[src/rtl/debounce_pkg.sv]
// Shared definitions for the multi-channel debouncer: FSM state encoding,
// operating-mode constants and the state-to-level mapping used by every channel.
package debounce_pkg;

  typedef enum logic [1:0] {
    S_ZERO  = 2'b00,
    S_WAIT0 = 2'b01,
    S_ONE   = 2'b10,
    S_WAIT1 = 2'b11
  } db_state_e;

  localparam int MODE_LOCKOUT = 0;
  localparam int MODE_QUALIFY = 1;

  // Debounced level presented while a channel sits in a given state.
  // Lockout reports the new level as soon as the window opens.
  // Qualify keeps reporting the old level until the window has completed.
  function automatic logic dout_level(input db_state_e st, input int mode);
    logic lvl;
    if (mode == MODE_LOCKOUT) begin
      lvl = (st == S_WAIT1) || (st == S_ONE);
    end else begin
      lvl = (st == S_ONE) || (st == S_WAIT0);
    end
    return lvl;
  endfunction

endpackage

[src/rtl/debounce_ch.sv]
// One debounce channel: 4-state FSM, window counter and the registered
// level / rise / fall outputs. The synchronised input and the shared tick
// come from the top level.
module debounce_ch
  import debounce_pkg::*;
#(
  parameter int DB_TICKS = 20,
  parameter int MODE     = MODE_QUALIFY
) (
  input  logic clk,
  input  logic n_rst,
  input  logic tick_i,
  input  logic s_i,
  output logic dout_o,
  output logic rise_o,
  output logic fall_o,
  output logic evt_nxt_o
);

  localparam int              CW       = $clog2(DB_TICKS + 1);
  localparam logic [CW-1:0]   CNT_LAST = CW'(DB_TICKS - 1);
  localparam logic            QUALIFY  = (MODE == MODE_QUALIFY);

  db_state_e     state_q, state_d;
  logic [CW-1:0] cnt_q, cnt_d;
  logic          dout_q, dout_d;
  logic          rise_q, rise_d;
  logic          fall_q, fall_d;
  logic          win_end;

  // Next-state and window-counter logic; an abort takes priority over a
  // window end, so a bounce on the last tick never changes the level.
  always_comb begin
    state_d = state_q;
    cnt_d   = cnt_q;
    win_end = tick_i && (cnt_q == CNT_LAST);
    case (state_q)
      S_ZERO: begin
        if (s_i) begin
          state_d = S_WAIT1;
          cnt_d   = '0;
        end
      end
      S_ONE: begin
        if (!s_i) begin
          state_d = S_WAIT0;
          cnt_d   = '0;
        end
      end
      S_WAIT1: begin
        if (QUALIFY && !s_i) begin
          state_d = S_ZERO;
        end else if (win_end) begin
          state_d = S_ONE;
        end else if (tick_i) begin
          cnt_d = cnt_q + 1'b1;
        end
      end
      S_WAIT0: begin
        if (QUALIFY && s_i) begin
          state_d = S_ONE;
        end else if (win_end) begin
          state_d = S_ZERO;
        end else if (tick_i) begin
          cnt_d = cnt_q + 1'b1;
        end
      end
      default: begin
        state_d = S_ZERO;
        cnt_d   = '0;
      end
    endcase
  end

  // Output levels follow the next state so dout and its edge pulses are
  // registered on the same clock as the state change.
  always_comb begin
    dout_d = dout_level(state_d, MODE);
    rise_d = dout_d & ~dout_q;
    fall_d = ~dout_d & dout_q;
  end

  // State, counter and output registers.
  always_ff @(posedge clk or negedge n_rst) begin
    if (!n_rst) begin
      state_q <= S_ZERO;
      cnt_q   <= '0;
      dout_q  <= 1'b0;
      rise_q  <= 1'b0;
      fall_q  <= 1'b0;
    end else begin
      state_q <= state_d;
      cnt_q   <= cnt_d;
      dout_q  <= dout_d;
      rise_q  <= rise_d;
      fall_q  <= fall_d;
    end
  end

  assign dout_o    = dout_q;
  assign rise_o    = rise_q;
  assign fall_o    = fall_q;
  // Unregistered edge indication so the top can register any_event on the
  // same clock as rise/fall.
  assign evt_nxt_o = rise_d | fall_d;

endmodule

[src/rtl/debounce_multi.sv]
// Multi-channel debouncer top: per-channel synchronisers, the shared tick
// generator, N_CH debounce channels and the combined any_event register.
module debounce_multi
  import debounce_pkg::*;
#(
  parameter int N_CH        = 4,
  parameter int SYNC_STAGES = 2,
  parameter int TICK_DIV    = 50_000,
  parameter int DB_TICKS    = 20,
  parameter int MODE        = MODE_QUALIFY
) (
  input  logic            clk,
  input  logic            n_rst,
  input  logic [N_CH-1:0] din,
  output logic [N_CH-1:0] dout,
  output logic [N_CH-1:0] rise,
  output logic [N_CH-1:0] fall,
  output logic            any_event
);

  // A divide-by-one tick still needs a one-bit counter that never leaves 0.
  localparam int            TW        = (TICK_DIV > 1) ? $clog2(TICK_DIV) : 1;
  localparam logic [TW-1:0] TICK_LAST = TW'(TICK_DIV - 1);

  logic [N_CH-1:0] sync_q [SYNC_STAGES];
  logic [N_CH-1:0] s;
  logic [TW-1:0]   tdiv_q, tdiv_d;
  logic            tick;
  logic [N_CH-1:0] evt_nxt;
  logic            any_q, any_d;

  // Synchroniser chains for the raw asynchronous inputs.
  always_ff @(posedge clk or negedge n_rst) begin
    if (!n_rst) begin
      for (int k = 0; k < SYNC_STAGES; k++) begin
        sync_q[k] <= '0;
      end
    end else begin
      sync_q[0] <= din;
      for (int k = 1; k < SYNC_STAGES; k++) begin
        sync_q[k] <= sync_q[k-1];
      end
    end
  end

  assign s = sync_q[SYNC_STAGES-1];

  // Free-running tick divider; the tick is high on its terminal count.
  always_comb begin
    tick   = (tdiv_q == TICK_LAST);
    tdiv_d = tick ? '0 : tdiv_q + 1'b1;
  end

  // Tick divider register.
  always_ff @(posedge clk or negedge n_rst) begin
    if (!n_rst) begin
      tdiv_q <= '0;
    end else begin
      tdiv_q <= tdiv_d;
    end
  end

  for (genvar i = 0; i < N_CH; i++) begin : g_ch
    debounce_ch #(
      .DB_TICKS (DB_TICKS),
      .MODE     (MODE)
    ) u_ch (
      .clk       (clk),
      .n_rst     (n_rst),
      .tick_i    (tick),
      .s_i       (s[i]),
      .dout_o    (dout[i]),
      .rise_o    (rise[i]),
      .fall_o    (fall[i]),
      .evt_nxt_o (evt_nxt[i])
    );
  end

  // Simultaneous edges on several channels collapse into one any_event.
  always_comb begin
    any_d = |evt_nxt;
  end

  // any_event register, aligned with the per-channel rise/fall registers.
  always_ff @(posedge clk or negedge n_rst) begin
    if (!n_rst) begin
      any_q <= 1'b0;
    end else begin
      any_q <= any_d;
    end
  end

  assign any_event = any_q;

endmodule

[config.mk]
export PLATFORM = sky130hd
export DESIGN_NAME = debounce_multi
export DESIGN_NICKNAME = d
export VERILOG_FILES = /design/src/rtl/debounce_pkg.sv /design/src/rtl/debounce_ch.sv /design/src/rtl/debounce_multi.sv
export SDC_FILE = /design/constraint.sdc
export NUM_CORES = 1
export LEC_CHECK = 0
export CAP_MARGIN = 20
export CORE_MARGIN = 3
export CORE_UTILIZATION = 54
export DETAILED_ROUTE_END_ITERATION = 8
export GPL_ROUTABILITY_DRIVEN = 0
export PLACE_DENSITY = 0.75
export SKIP_CTS_REPAIR_TIMING = 1
export SYNTH_ARGS = -nofsm -noshare
export SYNTH_HDL_FRONTEND = slang
export SYNTH_SLANG_ARGS = --single-unit
[constraint.sdc]
create_clock -name clk -period 2.3 [get_ports clk]
set_input_delay 0.23 -clock clk [delete_from_list [all_inputs] [get_ports clk]]
set_output_delay 0.23 -clock clk [all_outputs]
set_load 0.03 [all_outputs]
## Yosys cells after proc, flatten, opt, wreduce, memory -nomap -nowiden

Cells that the tools add are included.

- Flip-flop bits (word level): 65
- Input bits: 6
- Output and inout port bits: 13

- Add/subtract/negate cells: 5
- Equal/unequal tests: 41
- Multiplexer cells: 57
- Bitwise gates (word level): 20
- Reduce and logical (&&, ||, !) cells: 17

Operators with widths:

| operator | number |
|---|---|
| 5-bit 2-to-1 mux | 24 |
| 5-bit case mux with 4 select lines | 4 |
| 2-bit 2-to-1 mux | 24 |
| 2-bit inequality test (second input constant) | 16 |
| 2-bit case mux with 4 select lines | 4 |
| 2-bit == test (second input constant) | 12 |
| 5-bit by 1-bit adder with 5-bit output (second input constant) | 4 |
| 5-bit == test (second input constant) | 4 |
| 16-bit by 1-bit adder with 16-bit output (second input constant) | 1 |
| 16-bit == test (second input constant) | 1 |
| 2-bit by 1-bit == test with 1-bit output (second input constant) | 8 |
| 16-bit 2-to-1 mux | 1 |
| 4-bit AND reduction | 4 |
| 1-bit bitwise AND | 8 |
| 2-bit zero test | 4 |
| 1-bit NOT | 8 |
| 1-bit logical AND | 4 |
| 1-bit logical OR | 4 |
| 1-bit OR | 4 |
| 4-bit OR reduction | 1 |

## Logic depth before layout (Yosys ltp)

- Depth in word-level cells: 11
- Depth in mapped cells: 9

## Cells and area by module

A second synthesis with hierarchy kept.

- Cell total of the unflattened synthesis: 307
- Area total of the unflattened synthesis: 3378.2 um^2

By module, submodules not included:

| module | instances | cells each | area each (um^2) | seq. area each (um^2) |
|---|---|---|---|---|
| debounce_ch | 4 | 57 | 588.1 | 250.2 |
| debounce_multi | 1 | 79 | 1026.0 | 625.6 |

## Least setup slack after synthesis

No wires, ideal clock.

- Path kind: reg2reg
- Start: reg tdiv_q[0]
- End: reg any_q (netlist: any_event)
- Library setup time: 70 ps
- Arrival time: 2082 ps
- Slack: 148 ps
- Stages on the path, launching flop included: 10
- Path buffers: 2
- Clock period less this slack: 2152 ps
- Path through: dfrtp_1 ha_1 and4_1 and4_1 clkbuf_1 clkbuf_1 nand4_1 o211ai_1 ha_1 nand4_1

- Cells in the longest elaborated chain, start to end: 11
- Elaborated cells between the ends (all ways): 54

Ends and longest elaborated chain:

| element | line | source |
|---|---|---|
| start, declared | debounce_multi.sv:27 | `logic [TW-1:0] tdiv_q, tdiv_d;` |
| start signal, assigned | debounce_multi.sv:59 | `tdiv_q <= tdiv_d;` |
| 16-bit == test (*) | debounce_multi.sv:50 | `tick = (tdiv_q == TICK_LAST);` |
| 1-bit logical AND (*) | debounce_ch.sv:36 | `win_end = tick_i && (cnt_q == CNT_LAST);` |
| 2-bit 2-to-1 mux (on tied branches) | debounce_ch.sv:62, debounce_ch.sv:53 |  |
| 2-bit 2-to-1 mux (on tied branches) | debounce_ch.sv:60, debounce_ch.sv:51 |  |
| 2-bit case mux with 4 select lines (*) | debounce_ch.sv:37 | `case (state_q)` |
| 2-bit == test or 2-bit by 1-bit == test with 1-bit output (tied branches) | debounce_pkg.sv:23 | `lvl = (st == S_ONE) \|\| (st == S_WAIT0);` |
| 1-bit logical OR (*) | debounce_pkg.sv:23 |  |
| via g_ch[1].u_ch.dout_d | debounce_ch.sv:26 | `logic dout_q, dout_d;` |
| 1-bit NOT | debounce_ch.sv:80 | `fall_d = ~dout_d & dout_q;` |
| 1-bit bitwise AND | debounce_ch.sv:80 |  |
| 1-bit OR (*) | debounce_ch.sv:105 | `assign evt_nxt_o = rise_d \| fall_d;` |
| 4-bit OR reduction (*) | debounce_multi.sv:81 | `any_d = \|evt_nxt;` |
| via any_d | debounce_multi.sv:30 | `logic any_q, any_d;` |
| end signal, assigned | debounce_multi.sv:89 | `any_q <= any_d;` |
| end, declared | debounce_multi.sv:30 |  |

Mark *: on every way through the listed nets, which the timed path passes. The rest lies on a longest branch.
A chain may end at the register's enable or synchronous reset.

## Worst setup path in the final report

- Start: reg tdiv_q[4]
- End: reg any_q (netlist: any_event)

- Cells in the longest elaborated chain, start to end: 11
- Elaborated cells between the ends (all ways): 54

Ends and longest elaborated chain:

| element | line |
|---|---|
| 16-bit == test (*) | debounce_multi.sv:50 |
| 1-bit logical AND (*) | debounce_ch.sv:36 |
| 2-bit 2-to-1 mux (on tied branches) | debounce_ch.sv:62, debounce_ch.sv:53 |
| 2-bit 2-to-1 mux (on tied branches) | debounce_ch.sv:60, debounce_ch.sv:51 |
| 2-bit case mux with 4 select lines (*) | debounce_ch.sv:37 |
| 2-bit == test or 2-bit by 1-bit == test with 1-bit output (tied branches) | debounce_pkg.sv:23 |
| 1-bit logical OR (*) | debounce_pkg.sv:23 |
| via g_ch[3].u_ch.dout_d | debounce_ch.sv:26 |
| 1-bit NOT | debounce_ch.sv:80 |
| 1-bit bitwise AND | debounce_ch.sv:80 |
| 1-bit OR (*) | debounce_ch.sv:105 |
| 4-bit OR reduction (*) | debounce_multi.sv:81 |
| via any_d | debounce_multi.sv:30 |

Marked as above.

==> metrics.cfg <==
[run_status]
status=completed

[floorplan]
io_pins=19
fp.dieArea_um2=7150
rows=27
coreArea_um2=5740
die_h_um=84.6
dieWidth_um=84.6
start_util_pct=58.0

[min_path]
hold_end=sync_q[5]$_DFF_PN0_
hold_path_class=primary input to register
min_path_cells=1
min_from=din[1]

[timing]
setup_tns_ns=0
fin_skew_ns=0.00845
setup_viol=0
finalCritPeriodShare_pct=94.6
hold_violations=0
rsz0062_at_grt=no
slew_headroom_pct=62.7
slew_violations=0
fin_crit_ns=2.18
worst_pin_slew_ns=0.560
worst_slack_ns=0.124
max_freq_mhz=460

[cells_and_area]
drive_gt1_share_pct=12.5
finalNetCount=366
n_antenna_cell=0
syn2layout_area_growth_pct=14.9
instances_no_fill=423
nFillCells=426

[setup_path]
worstPathArrival_ns=2.39
r2r_setup_slack_ns=0.12
rr_worst_depth=7
critPathMaxFanout=5
start_kind=register
worstSetupPathType=register to register
endpoint_kind=register
r2r-start=tdiv_q[4]$_DFF_PN0_
timing.rr.end=any_event$_DFF_PN0_
crit_required_ns=2.52

[drt]
route.vias.total=2544
vias_per_cell=6.01
ant_nets=0
routed_wl_um=6620
route.detailed.drc=0
avgRoutedWirePerCell_um=15.7
drt-initial-drc-count=128
dr.pass1.iters=5

[clock_network]
insertion_delay_ns=0.34
cts_root_buffer=clkbuf_8
clkSlewWorstSetupHoldPaths_ns=0.07
clk_path_buf_depth=2
clock-sinks=65
cts_buffers=9
cts_tree=yes
htreeDepth=3

[global_route]
use_met2_pct=29.5
grt.busiest_layer=met2
gr-total-overflow=0
met3_usage_pct=5.10
grt_start_max_net_pins=25
grtUsageTotal_pct=19.6
grt_pass1_vias=2372
grt_pass1_wl_um=11100
use_met1_pct=26.8
antenna_found_initial=0

[yosys]
yosys_warnings=0
synth_top_area_share_pct=48.8
ys_seq_area_share_pct=48.8
synthArstFlopShare_pct=100
synth_area_um2=3330
yosys.area.top_type=dfrtp_1
synth_edf_count=0
syn_area_per_cell_um2=10.3
syn_inst=322
synth_fp_nets=341
synth_flop_cell=dfrtp_1
ys_types=46
netlist_top_cells_area=dfrtp_1 (49%), ha_1 (4.9%), nor2b_1 (3.2%), xor2_1 (3.2%), buf_4 (2.9%)
synth_seq_cells=65

[place]
dp_worst_setup_slack_ns=0.0162
dpl.hpwl_um=4680
dp.cells=406
io_buffers=18

[power]
p_leak_nw=1.67
ir_drop_mv=0.511
p_per_area_nw_per_um2=733

[job]
cap_violations=0

-- cells in the final DEF, fill, tap and decap left out, types with 2 or more instances in the layout --
cell type	instances
dfrtp_1	65
nand2_1	25
buf_4	24
nor2b_1	17
clkdlybuf4s50_1	17
o22ai_1	15
nand4_1	14
nor2_1	13
ha_1	13
xor2_1	12
nand3_1	12
clkbuf_8	11
a31oi_1	10
inv_1	8
xnor2_1	8
o21ai_0	8
and3_1	7
nor3_1	7
o211ai_1	6
and4_1	4
a41oi_1	4
or3_1	3
nand4bb_1	3
nand2b_1	3
o211a_1	3
a32o_1	3
and4b_1	3
nor4bb_1	2
nor4_1	2
a31o_2	2
and2_1	2
mux2i_1	2
o31ai_1	2
maj3_1	2
clkinv_2	2
-- cells by family (layout without fill, tap and decap cells) --
group	after synthesis	count (layout)	synth area share, %
buffers and inverters	37	66	5.67
AOI/OAI and AO/OA	57	57	12.0
muxes	2	2	0.601
adders and majority gates	15	15	5.48
DFF	65	65	48.8
and+or+nand+nor	126	126	22.2
xor gates and xnor gates	20	20	5.26
-- final cells by class --
| type | count | area [um^2] | area share, % |
|---|---|---|---|
| multi-input cells | 220 | 1520 | 39.7 |
| clock inverters | 3 | 40.0 | 1.05 |
| clock buffers | 12 | 155 | 4.05 |
| repair buffers | 43 | 365 | 9.55 |
| flip-flops and latches | 65 | 1630 | 42.5 |
| well taps | 72 | 90.1 | 2.35 |
| inverters | 8 | 30.0 | 0.785 |
-- cells in the mapped netlist, types with 10 or more instances --
cell type  count
dfrtp_1       65
nand2_1       25
nor2b_1       17
clkbuf_1      15
o22ai_1       15
nand4_1       14
buf_4         13
ha_1          13
nor2_1        13
nand3_1       12
xor2_1        12
a31oi_1       10
-- power by group --
part           internal [mW]  switching, mW
Sequential              1.23          0.130
Clock                  0.551          0.418
Combinational          0.199          0.277
-- flip-flops by register name (all words and copies together), names as in the netlist --
name	flops
any_event	1
g_ch.u_ch.cnt_q	20
g_ch.u_ch.dout_o	4
g_ch.u_ch.fall_o	4
g_ch.u_ch.rise_o	4
g_ch.u_ch.state_q	8
s	4
sync_q	4
tdiv_q	16
-- critical path, cell delays in order, from the launching register on --
cell and delay (ns):
dfrtp_1 0.40, nor4_1 0.35, nand4_1 0.13, buf_4 0.18, or3_1 0.37, a31o_2 0.26, ha_1 0.27, nand4_1 0.10
-- per-stage QoR --
| step | utilization [%] | area (um^2) | hold slack, ns | total power, mW |
|---|---|---|---|---|
| 2_1_floorplan | - | 3330 | -0.0656 | 1.73 |
| 3_3_place_gp | 62.9 | 3610 | 0.187 | 1.85 |
| 3_5_place_dp | 62.9 | 3610 | 0.190 | 1.87 |
| 4_1_cts | 66.3 | 3810 | -0.191 | 2.84 |
| 5_1_grt | 66.6 | 3830 | 0.315 | 2.95 |
| 6_report | 66.6 | 3830 | 0.326 | 2.81 |
-- how the worst max path moves through the flow --
stage                               from  depth (start not counted)                           endpoint  slack, ns
global placement    tdiv_q[11]$_DFF_PN0_                          5  g_ch[0].u_ch.cnt_q[4]$_DFFE_PN0P_       0.04
floorplan            tdiv_q[0]$_DFF_PN0_                          9                any_event$_DFF_PN0_       0.15
CTS                 tdiv_q[11]$_DFF_PN0_                          4  g_ch[1].u_ch.cnt_q[3]$_DFFE_PN0P_      0.003
global route        tdiv_q[11]$_DFF_PN0_                          4  g_ch[2].u_ch.cnt_q[1]$_DFFE_PN0P_       0.04
detailed placement  tdiv_q[11]$_DFF_PN0_                          4  g_ch[1].u_ch.cnt_q[3]$_DFFE_PN0P_       0.02
finish               tdiv_q[4]$_DFF_PN0_                          7                any_event$_DFF_PN0_       0.12
-- metal layers --
layer | vias up | part of all wire [%]
met5 | - | 0
met4 | 0 | 1.9
met3 | 11 | 4.3
met2 | 63 | 48
met1 | 1244 | 46
li1 | 1226 | -
Power figures use the tool's default switching activity.
